File: src/rtl/shift_exec_seq.sv
// Execute-stage sequencer for MIPS shifts: latches the op, drives the external shifter bank, captures and holds the result.
// Optional feature: define SHIFT_VARIABLE_EN to accept sllv/srlv/srav (amount from rs_data[4:0]).
module shift_exec_seq (
  input  logic        clk,
  input  logic        rst,
  input  logic        start,
  input  logic [5:0]  funct,
  input  logic [4:0]  shamt,
  input  logic [31:0] rs_data,
  input  logic [31:0] rt_data,
  output logic [31:0] sh_a,
  output logic [4:0]  sh_shift,
  output logic [1:0]  sh_sel,
  input  logic [31:0] sh_res,
  input  logic        ack,
  output logic [31:0] alu_out,
  output logic        busy,
  output logic        done,
  output logic        illegal
);

  typedef enum logic [1:0] {
    ST_IDLE = 2'd0,
    ST_EXEC = 2'd1,
    ST_DONE = 2'd2
  } state_t;

  typedef struct packed {
    logic       legal;
    logic       var_amt;
    logic [1:0] sel;
  } dec_t;

  localparam logic [1:0] SEL_SLL = 2'b00;
  localparam logic [1:0] SEL_SRL = 2'b01;
  localparam logic [1:0] SEL_SRA = 2'b10;

  function automatic dec_t decode_funct(input logic [5:0] f);
    dec_t d;
    d = '{legal: 1'b0, var_amt: 1'b0, sel: SEL_SLL};
    case (f)
      6'b000000: d = '{legal: 1'b1, var_amt: 1'b0, sel: SEL_SLL};
      6'b000010: d = '{legal: 1'b1, var_amt: 1'b0, sel: SEL_SRL};
      6'b000011: d = '{legal: 1'b1, var_amt: 1'b0, sel: SEL_SRA};
`ifdef SHIFT_VARIABLE_EN
      6'b000100: d = '{legal: 1'b1, var_amt: 1'b1, sel: SEL_SLL};
      6'b000110: d = '{legal: 1'b1, var_amt: 1'b1, sel: SEL_SRL};
      6'b000111: d = '{legal: 1'b1, var_amt: 1'b1, sel: SEL_SRA};
`endif
      default:   d = '{legal: 1'b0, var_amt: 1'b0, sel: SEL_SLL};
    endcase
    return d;
  endfunction

  state_t      state_q, state_d;
  logic [31:0] op_q, op_d;
  logic [4:0]  amt_q, amt_d;
  logic [1:0]  sel_q, sel_d;
  logic        ill_pend_q, ill_pend_d;
  logic [31:0] alu_q, alu_d;
  logic        illegal_q, illegal_d;
  logic        busy_q, busy_d;
  logic        done_q, done_d;
  dec_t        dec_s;
  logic [4:0]  amt_sel_s;

  assign dec_s = decode_funct(funct);

`ifdef SHIFT_VARIABLE_EN
  logic unused_rs_s;
  assign unused_rs_s = ^rs_data[31:5];
  assign amt_sel_s   = dec_s.var_amt ? rs_data[4:0] : shamt;
`else
  logic unused_rs_s;
  assign unused_rs_s = (^rs_data) ^ dec_s.var_amt;
  assign amt_sel_s   = shamt;
`endif

  // Next-state and datapath register updates.
  always_comb begin
    state_d    = state_q;
    op_d       = op_q;
    amt_d      = amt_q;
    sel_d      = sel_q;
    ill_pend_d = ill_pend_q;
    alu_d      = alu_q;
    illegal_d  = illegal_q;
    busy_d     = busy_q;
    done_d     = done_q;
    case (state_q)
      ST_IDLE: begin
        if (start) begin
          op_d       = rt_data;
          amt_d      = amt_sel_s;
          sel_d      = dec_s.sel;
          ill_pend_d = ~dec_s.legal;
          state_d    = ST_EXEC;
          busy_d     = 1'b1;
          done_d     = 1'b0;
        end else begin
          state_d    = ST_IDLE;
          busy_d     = 1'b0;
          done_d     = 1'b0;
        end
      end
      ST_EXEC: begin
        // Shifter lines are zeroed once the result is taken so they idle at 0.
        if (ill_pend_q) begin
          illegal_d = 1'b1;
        end else begin
          alu_d     = sh_res;
        end
        op_d       = 32'd0;
        amt_d      = 5'd0;
        sel_d      = SEL_SLL;
        ill_pend_d = 1'b0;
        state_d    = ST_DONE;
        busy_d     = 1'b1;
        done_d     = 1'b1;
      end
      ST_DONE: begin
        if (ack) begin
          state_d   = ST_IDLE;
          illegal_d = 1'b0;
          busy_d    = 1'b0;
          done_d    = 1'b0;
        end else begin
          state_d   = ST_DONE;
          busy_d    = 1'b1;
          done_d    = 1'b1;
        end
      end
      default: begin
        state_d    = ST_IDLE;
        op_d       = 32'd0;
        amt_d      = 5'd0;
        sel_d      = SEL_SLL;
        ill_pend_d = 1'b0;
        illegal_d  = 1'b0;
        busy_d     = 1'b0;
        done_d     = 1'b0;
      end
    endcase
  end

  // State and output registers with synchronous reset.
  always_ff @(posedge clk) begin
    if (rst) begin
      state_q    <= ST_IDLE;
      op_q       <= 32'd0;
      amt_q      <= 5'd0;
      sel_q      <= SEL_SLL;
      ill_pend_q <= 1'b0;
      alu_q      <= 32'd0;
      illegal_q  <= 1'b0;
      busy_q     <= 1'b0;
      done_q     <= 1'b0;
    end else begin
      state_q    <= state_d;
      op_q       <= op_d;
      amt_q      <= amt_d;
      sel_q      <= sel_d;
      ill_pend_q <= ill_pend_d;
      alu_q      <= alu_d;
      illegal_q  <= illegal_d;
      busy_q     <= busy_d;
      done_q     <= done_d;
    end
  end

  assign sh_a     = op_q;
  assign sh_shift = amt_q;
  assign sh_sel   = sel_q;
  assign alu_out  = alu_q;
  assign busy     = busy_q;
  assign done     = done_q;
  assign illegal  = illegal_q;

endmodule

File: config.mk
export PLATFORM = sky130hd
export DESIGN_NAME = shift_exec_seq
export DESIGN_NICKNAME = d
export VERILOG_FILES = /design/src/rtl/shift_exec_seq.sv
export SDC_FILE = /design/constraint.sdc
export NUM_CORES = 1
export LEC_CHECK = 0
export ABC_AREA = 1
export CAP_MARGIN = 40
export CORE_ASPECT_RATIO = 1.2
export CORE_MARGIN = 5
export CORE_UTILIZATION = 36
export CTS_CLUSTER_DIAMETER = 80
export CTS_CLUSTER_SIZE = 40
export DETAILED_ROUTE_END_ITERATION = 10
export PLACE_DENSITY = 0.79
export SETUP_SLACK_MARGIN = 0.15
export SLEW_MARGIN = 40
export SYNTH_ARGS = -nofsm -noshare
export SYNTH_HDL_FRONTEND = slang
export SYNTH_SLANG_ARGS = --single-unit
File: constraint.sdc
create_clock -name clk -period 1.8 [get_ports clk]
set_input_delay 0.27 -clock clk [delete_from_list [all_inputs] [get_ports clk]]
set_output_delay 0.27 -clock clk [all_outputs]
set_load 0.01 [all_outputs]
; After elaboration in Yosys (flattened, before gate mapping)
; Cells that the tools add are included.
; W data, S select, Z words.
[word_totals]
ff_bits = 77
in_bits = 111
[classes]
eq_ne = 7
n_mux = 19
bitwise_logic = 4
reduce_logical = 5
[op_table]
columns = operator, n
row1 = $pmux W32 S2, 1
row2 = $mux W32, 1
row3 = $eq A6 B2 Y1 const B, 2
row4 = $pmux W4 S3, 1
row5 = $pmux W5 S2, 1
row6 = $logic_not A6 Y1, 1
row7 = $mux W1, 6
row8 = $ne A2 B2 Y1 const B, 3
row9 = $pmux W1 S3, 2
row10 = $pmux W2 S3, 1
row11 = $mux W5, 1
row12 = $mux W2, 2
row13 = $not A1 Y1, 4
row14 = $pmux W1 S2, 2
row15 = $pmux W2 S2, 1
row16 = $reduce_and A2 Y1, 2
row17 = $reduce_and A3 Y1, 1
row18 = $eq A2 B1 Y1 const B, 1
row19 = $eq A2 B2 Y1 const B, 1
row20 = $logic_not A2 Y1, 1

; Longest topological paths before layout
; Gate-level depths: netlist of run 1.
[depth]
ltp_word = 5
mapped_depth = 8
mapped_depth_nobuf = 7

; Worst setup path after synthesis of run 1
; OpenSTA, ideal clock, no wires.
[synth_path]
kind = register -> register
start = reg state_q[0]
end = reg op_q[10], in the netlist sh_a[10]
setup_ns = 0.132
t_arrival_ns = 1.116
required_time_ns = 1.668
path_slack_ns = 0.552
stages_incl_launch_ff = 7
path_buffers = 1
period_less_slack_ns = 1.248
path_cell_list = dfxtp_1 > inv_1 > ha_1 > o21bai_2 > buf_2 > nand2_1 > a21oi_1
[synth_between]
elab_chain_cells = 3
[synth_rtl]
columns = item, line
row1 = from (decl), 55  ; state_t state_q, state_d;
row2 = from (signal assigned), 159  ; state_q <= state_d;
row3 = $logic_not A2 Y1 / $eq A2 B2 Y1 (equally long branches), 90  ; case (state_q)
row4 = $ne A2 B2 Y1 (no source line) / $not A1 Y1 (equally long branches), n/a
row5 = $reduce_and A2 Y1 (no source line), n/a
row6 = to (signal assigned), 160  ; op_q <= op_d;
row7 = to (decl), 56  ; logic [31:0] op_q, op_d;
; Several ways; a longest one is shown, not always the timed one.
; A chain may end at the register's enable or synchronous reset.

; Final worst setup path of run 1
[layout_path]
start = reg illegal_q, in the netlist illegal
end = out illegal
[layout_rtl]
columns = item, line
row1 = from (decl), 61  ; logic illegal_q, illegal_d;
row2 = from (signal assigned), 165  ; illegal_q <= illegal_d;
row3 = to (decl), 19  ; output logic illegal
; No word-level cell between the ends.

==> flow_metrics.py, run 1 <==
metrics = {
    "yosys": {
        "avgSynthCellArea_um2": 7.803,
        "ys_seq_elements": 77,
        "ys_seq_area_share_pct": 55.65,
        "netlist_area_um2": 2770,
        "yosys.area.top_type_share_pct": 55.65,
        "synth-warning-count": 0,
        "synth.area.top_cells": "dfxtp_1 (56%), nand2_1 (12%), nor2_1 (9.8%)",
        "yosysTopAreaCell": "dfxtp_1",
        "syn_nets": 470,
        "netlist_instances": 355,
        "post_synth_num_cell_types": 16,
    },
    "floorplanning": {
        "fp-row-count": 35,
        "die_y_um": 106.1,
        "die_x_um": 90.08,
        "design.core.area_um2": 7576,
        "start_util_pct": 36.56,
        "die-area_um2": 9556,
        "ioPinCount": 185,
    },
    "drt": {
        "postRouteAntennaNets": 0,
        "drt_pre_antenna_iters": 4,
        "vias": 2769,
        "drc": 0,
        "wl_per_cell_um": 13.42,
        "drt_iter0_markers": 78,
        "wl_um": 8053,
        "viasPerCell": 4.615,
    },
    "worst_hold_path": {
        "hp-class": "flop to flop",
        "worstHoldPathCells": 2,
    },
    "sta": {
        "slew-limit-headroom_pct": 71.27,
        "fmax_mhz": 650.1,
        "fin_tns_setup_ns": 0,
        "rsz0062_at_grt": "no",
        "finalCritPeriodShare_pct": 85.46,
        "finalMaxSlewViolations": 0,
        "setup_viol": 0,
        "fin_crit_ns": 1.538,
        "fin_worst_skew_ns": 0.01259,
        "worst_slew_pin_slew_ns": 0.4310,
        "hold_violations": 0,
    },
    "clock_network": {
        "cts_sinks": 77,
        "ctsHoldBuffers": 0,
        "clkTransAtPathRegs_ns": 0.08,
        "cts_tree": "built",
        "cts-buffers-inserted": 9,
        "clockBufferDepth": 2,
        "cts-root-buf": "clkbuf_8",
        "cts_max_level": 3,
        "clock_latency_ns": 0.35,
    },
    "global_routing": {
        "grt_pass1_vias": 2817,
        "grt_max_degree": 42,
        "met2_usage_pct": 29.18,
        "grt_use_met3_pct": 9.554,
        "grt_pass1_wl_um": 13410,
        "use_met1_pct": 18.23,
        "grt_overflow": 0,
        "grt_busiest_layer": "met2",
        "antenna_found_initial": 0,
        "grt_usage_pct": 17.11,
    },
    "finish": {
        "nets": 618,
        "areaGrowthSynthToFinish_pct": 65.99,
        "nFillCells": 635,
        "drive_gt1_share_pct": 5.315,
        "antenna_cells": 0,
    },
    "setup_path": {
        "crit_path_cell_trace": "clkdlybuf4s50_1",
        "worstPathMaxFanout": 2,
        "crit_slowest_cell": "clkdlybuf4s50_1",
        "worstSetupEndpointType": "primary output",
        "reg2regPathDepth": 7,
        "crit_path_start_kind": "flop",
        "slowest_delay_ns": 0.57,
        "cp.depth": 1,
        "crit_family": "buffers and inverters",
        "path_class": "flop to primary output",
        "cp.required_ns": 1.53,
        "crit_arrival_ns": 1.27,
        "cp_num_buf_inv": 1,
    },
    "outcome": {
        "status": "complete, no violations",
    },
    "placement": {
        "portBuffers": 152,
        "dp_hpwl_um": 5850,
        "gp_congestion": 0.7952,
    },
    "power": {
        "p_per_area_nw_per_um2": 881.2,
        "power_switching_mw": 1.026,
        "power.share.clock_pct": 35.5,
        "ir_drop_v": 0.0004228,
        "comb_power_share_pct": 18.3,
        "netSwitchingFraction_pct": 25.31,
        "internal-power_mw": 3.026,
        "seq_power_share_pct": 46.2,
        "power_mw": 4.052,
        "p_leak_nw": 1.825,
    },
    "run": {
        "max_cap_viol_count": 0,
    },
}
==> layer usage <==
| metal | up-vias | share of wire (%) |
|---|---|---|
| met5 | - | 0 |
| met4 | 0 | 0.81 |
| met3 | 6 | 11 |
| met2 | 112 | 48 |
| met1 | 1231 | 41 |
| li1 | 1420 | - |
==> through the flow <==
step                      instances  hold WS (ns)  utilization, %  setup slack [ns]  instance area, µm²
after floorplan                 355        0.4049               -            0.5516                2770
after global placement          583        0.4468           57.59            0.1867                4363
after detailed placement        583        0.4536           57.59            0.1214                4363
after CTS                       599        0.4527           60.59            0.2258                4591
after global routing            600        0.4586           60.69            0.1874                4598
final                           600        0.4619           60.69            0.2618                4598
==> what timing repair did <==
| action | CTS | global route |
|---|---|---|
| pin swaps | 0 | 1 |
| setup buffers | 0 | 1 |
| endpoints found under the setup margin | 24 | 27 |
| resized for setup | 1 | 0 |
==> cell usage after synthesis <==
cell type / n
ha_1: 4
inv_1: 11
buf_4: 4
or2_2: 1
nor2_2: 1
nor2_4: 1
buf_2: 12
dfxtp_1: 77
nand2_1: 86
a21oi_1: 44
nand3_1: 3
clkbuf_1: 5
nor2_1: 72
o21bai_2: 1
clkbuf_2: 1
o21ai_0: 32
==> cells in the final DEF, fill, tap and decap left out <==
cell type / n
buf_4: 5
o21bai_2: 1
nand3_1: 3
clkinv_4: 2
clkinv_2: 2
dfxtp_1: 77
buf_12: 2
inv_8: 1
nand2_1: 86
clkbuf_8: 9
clkdlybuf4s50_1: 152
nor2_1: 72
o21ai_0: 32
nor2_4: 2
ha_1: 4
or2_2: 1
inv_1: 11
a21oi_1: 44
bufinv_16: 2
==> cell type report <==
cell class,instances,area (µm²),share of cell area (%)
tap,92,115.1,2.503
sequential,77,1541,33.52
timing repair buffer,159,1599,34.78
inverter,11,41.29,0.8980
clock buffer,9,123.9,2.694
clock inverter,7,98.84,2.150
multi-input combinational,245,1079,23.46
==> registers in the layout (all words and copies together), names as in the netlist <==
name / flops
alu_out: 32
sh_a: 32
sh_shift: 5
sh_sel: 2
state_q: 2
busy: 1
done: 1
ill_pend_q: 1
illegal: 1
==> worst paths after layout <==
kind / from / to / slack (ns)
max: illegal / illegal / 0.26
min: sh_a[25] / sh_a[25] / 0.46
max reg2reg: state_q[0] / sh_a[16] / 0.37
min reg2reg: sh_a[25] / sh_a[25] / 0.46
==> power by group through the flow <==
| stage | Sequential [mW] | Combinational (mW) | Clock (mW) |
|---|---|---|---|
| after floorplan | 1.96 | 0.242 | 0 |
| after global routing | 1.88 | 0.813 | 1.59 |
| final | 1.87 | 0.741 | 1.44 |
| after global placement | 1.90 | 0.734 | 0 |
| after CTS | 1.87 | 0.753 | 1.50 |
| after detailed placement | 1.91 | 0.746 | 0 |
==> cells by family (layout without fill, tap and decap cells) <==
| logic type | Yosys count | after routing | share of synthesized area [%] |
|---|---|---|---|
| compound gates | 77 | 77 | 14.14 |
| fa+ha+maj | 4 | 4 | 1.807 |
| buf+inv | 33 | 186 | 5.601 |
| flops | 77 | 77 | 55.65 |
| simple gates | 164 | 164 | 22.81 |
Note: power is estimated with default switching activity, not from simulation.
==> inputs of run 2 (changes only) <==
CORE_MARGIN = not set   (was 5)
==> flow_metrics.py, run 2 (synthesis results as in run 1) <==
metrics = {
    "floorplanning": {
        "start_util_pct": 37.64,
        "die_y_um": 98.09,
        "design.core.area_um2": 7360,
        "fp-row-count": 34,
        "ioPinCount": 185,
        "die-area_um2": 8051,
        "die_x_um": 82.08,
    },
    "sta": {
        "setup_viol": 0,
        "fin_crit_ns": 1.522,
        "fin_tns_setup_ns": 0,
        "setup_slack_ns": 0.2780,
        "slew-limit-headroom_pct": 73.15,
        "worst_slew_pin_slew_ns": 0.4028,
        "hold_violations": 0,
        "worst_hold_slack_ns": 0.4613,
        "fin_worst_skew_ns": 0.01295,
        "finalMaxSlewViolations": 0,
        "rsz0062_at_grt": "no",
        "finalCritPeriodShare_pct": 84.55,
        "fmax_mhz": 657.0,
    },
    "finish": {
        "instances_no_fill": 598,
        "areaGrowthSynthToFinish_pct": 65.67,
        "mostFrequentLayoutCells": "clkdlybuf4s50_1 (152), nand2_1 (86), dfxtp_1 (77)",
        "final_util_pct": 62.36,
        "final_common_cell": "clkdlybuf4s50_1",
        "drive_gt1_share_pct": 5.315,
        "antenna_cells": 0,
        "nets": 618,
    },
    "clock_network": {
        "cts_resized": 0,
        "cts_sinks": 77,
        "ctsHoldBuffers": 0,
        "post_cts_buffers": 0,
        "clockBufferDepth": 2,
        "clock_latency_ns": 0.35,
        "cts_max_level": 3,
        "cts-buffers-inserted": 9,
        "cts-root-buf": "clkbuf_8",
        "cts_tree": "built",
        "clkTransAtPathRegs_ns": 0.09,
    },
    "global_routing": {
        "grt_pass1_wl_um": 11840,
        "grt_overflow": 0,
        "antenna_found_initial": 0,
        "grt_use_met3_pct": 7.850,
        "grt_pass1_vias": 2746,
        "grt_busiest_layer": "met2",
        "use_met1_pct": 19.09,
        "grt_max_degree": 41,
        "grt_usage_pct": 19.12,
        "met2_usage_pct": 32.87,
    },
    "setup_path": {
        "r2r_start": "state_q[0]",
        "crit_arrival_ns": 1.25,
        "worstSetupEndpointType": "primary output",
        "timing.critical_path.from": "sh_a[21]",
        "cp.required_ns": 1.53,
        "crit_family": "buffers and inverters",
        "crit_path_start_kind": "flop",
        "path_class": "flop to primary output",
        "worstPathMaxFanout": 2,
        "cp_num_buf_inv": 1,
        "slowest_delay_ns": 0.55,
        "crit_path_cell_trace": "clkdlybuf4s50_1",
        "crit_slowest_cell": "clkdlybuf4s50_1",
    },
    "drt": {
        "drt_pre_antenna_iters": 4,
        "wl_um": 7306,
        "viasPerCell": 4.592,
        "vias": 2746,
        "drt_iter0_markers": 61,
        "drc": 0,
        "wl_per_cell_um": 12.22,
        "postRouteAntennaNets": 0,
    },
    "placement": {
        "post-place-ws_ns": 0.2284,
        "dp_hpwl_um": 5033,
        "portBuffers": 152,
        "dp_cells": 582,
        "gp_congestion": 0.8111,
    },
    "power": {
        "p_leak_nw": 1.816,
        "ir_drop_v": 0.0006153,
        "p_per_area_nw_per_um2": 878.4,
    },
    "worst_hold_path": {
        "hp-class": "flop to flop",
        "hp-start": "sh_a[10]",
    },
    "outcome": {
        "status": "complete, no violations",
    },
    "run": {
        "max_cap_viol_count": 0,
    },
}
run 2: metrics by stage:
stage | instance area [µm²] | total power [mW]
global placement | 4368 | 2.634
floorplan | 2770 | 2.199
CTS | 4589 | 4.089
finish | 4589 | 4.031
detailed placement | 4368 | 2.647
global route | 4589 | 4.244
run 2: final timing paths:
check	end	slack, ns	cells past startpoint
worst min register to register	sh_a[10]	0.46	2
worst min-delay path	sh_a[10]	0.46	2
worst max-delay path	sh_a[21]	0.28	1
worst max register to register	sh_a[11]	0.40	6
run 2: metal layers:
metal	share of wire (%)	routed length, µm
met5	0	0
met4	2.5	186
met3	10	732
met2	47	3459
met1	40	2929
run 2: report_power, final:
part           total (mW)  internal (mW)  switching, mW
Clock                1.43          0.785          0.641
Sequential           1.87           1.82         0.0542
Combinational       0.736          0.421          0.315
Total                4.03           3.02           1.01
run 2: layout make-up:
cell class	instances	area, µm²
Clock buffer	9	123.9
Clock inverter	7	97.59
Multi-Input combinational cell	245	1074
Inverter	11	41.29
Timing Repair Buffer	159	1599
Tap cell	90	112.6
Sequential cell	77	1541
Fill cell	629	2770
run 2: tightest hold or removal path, cell delays in order (launching register included):
cell     delay, ns
dfxtp_1       0.31
nand2_1       0.06
a21oi_1       0.05
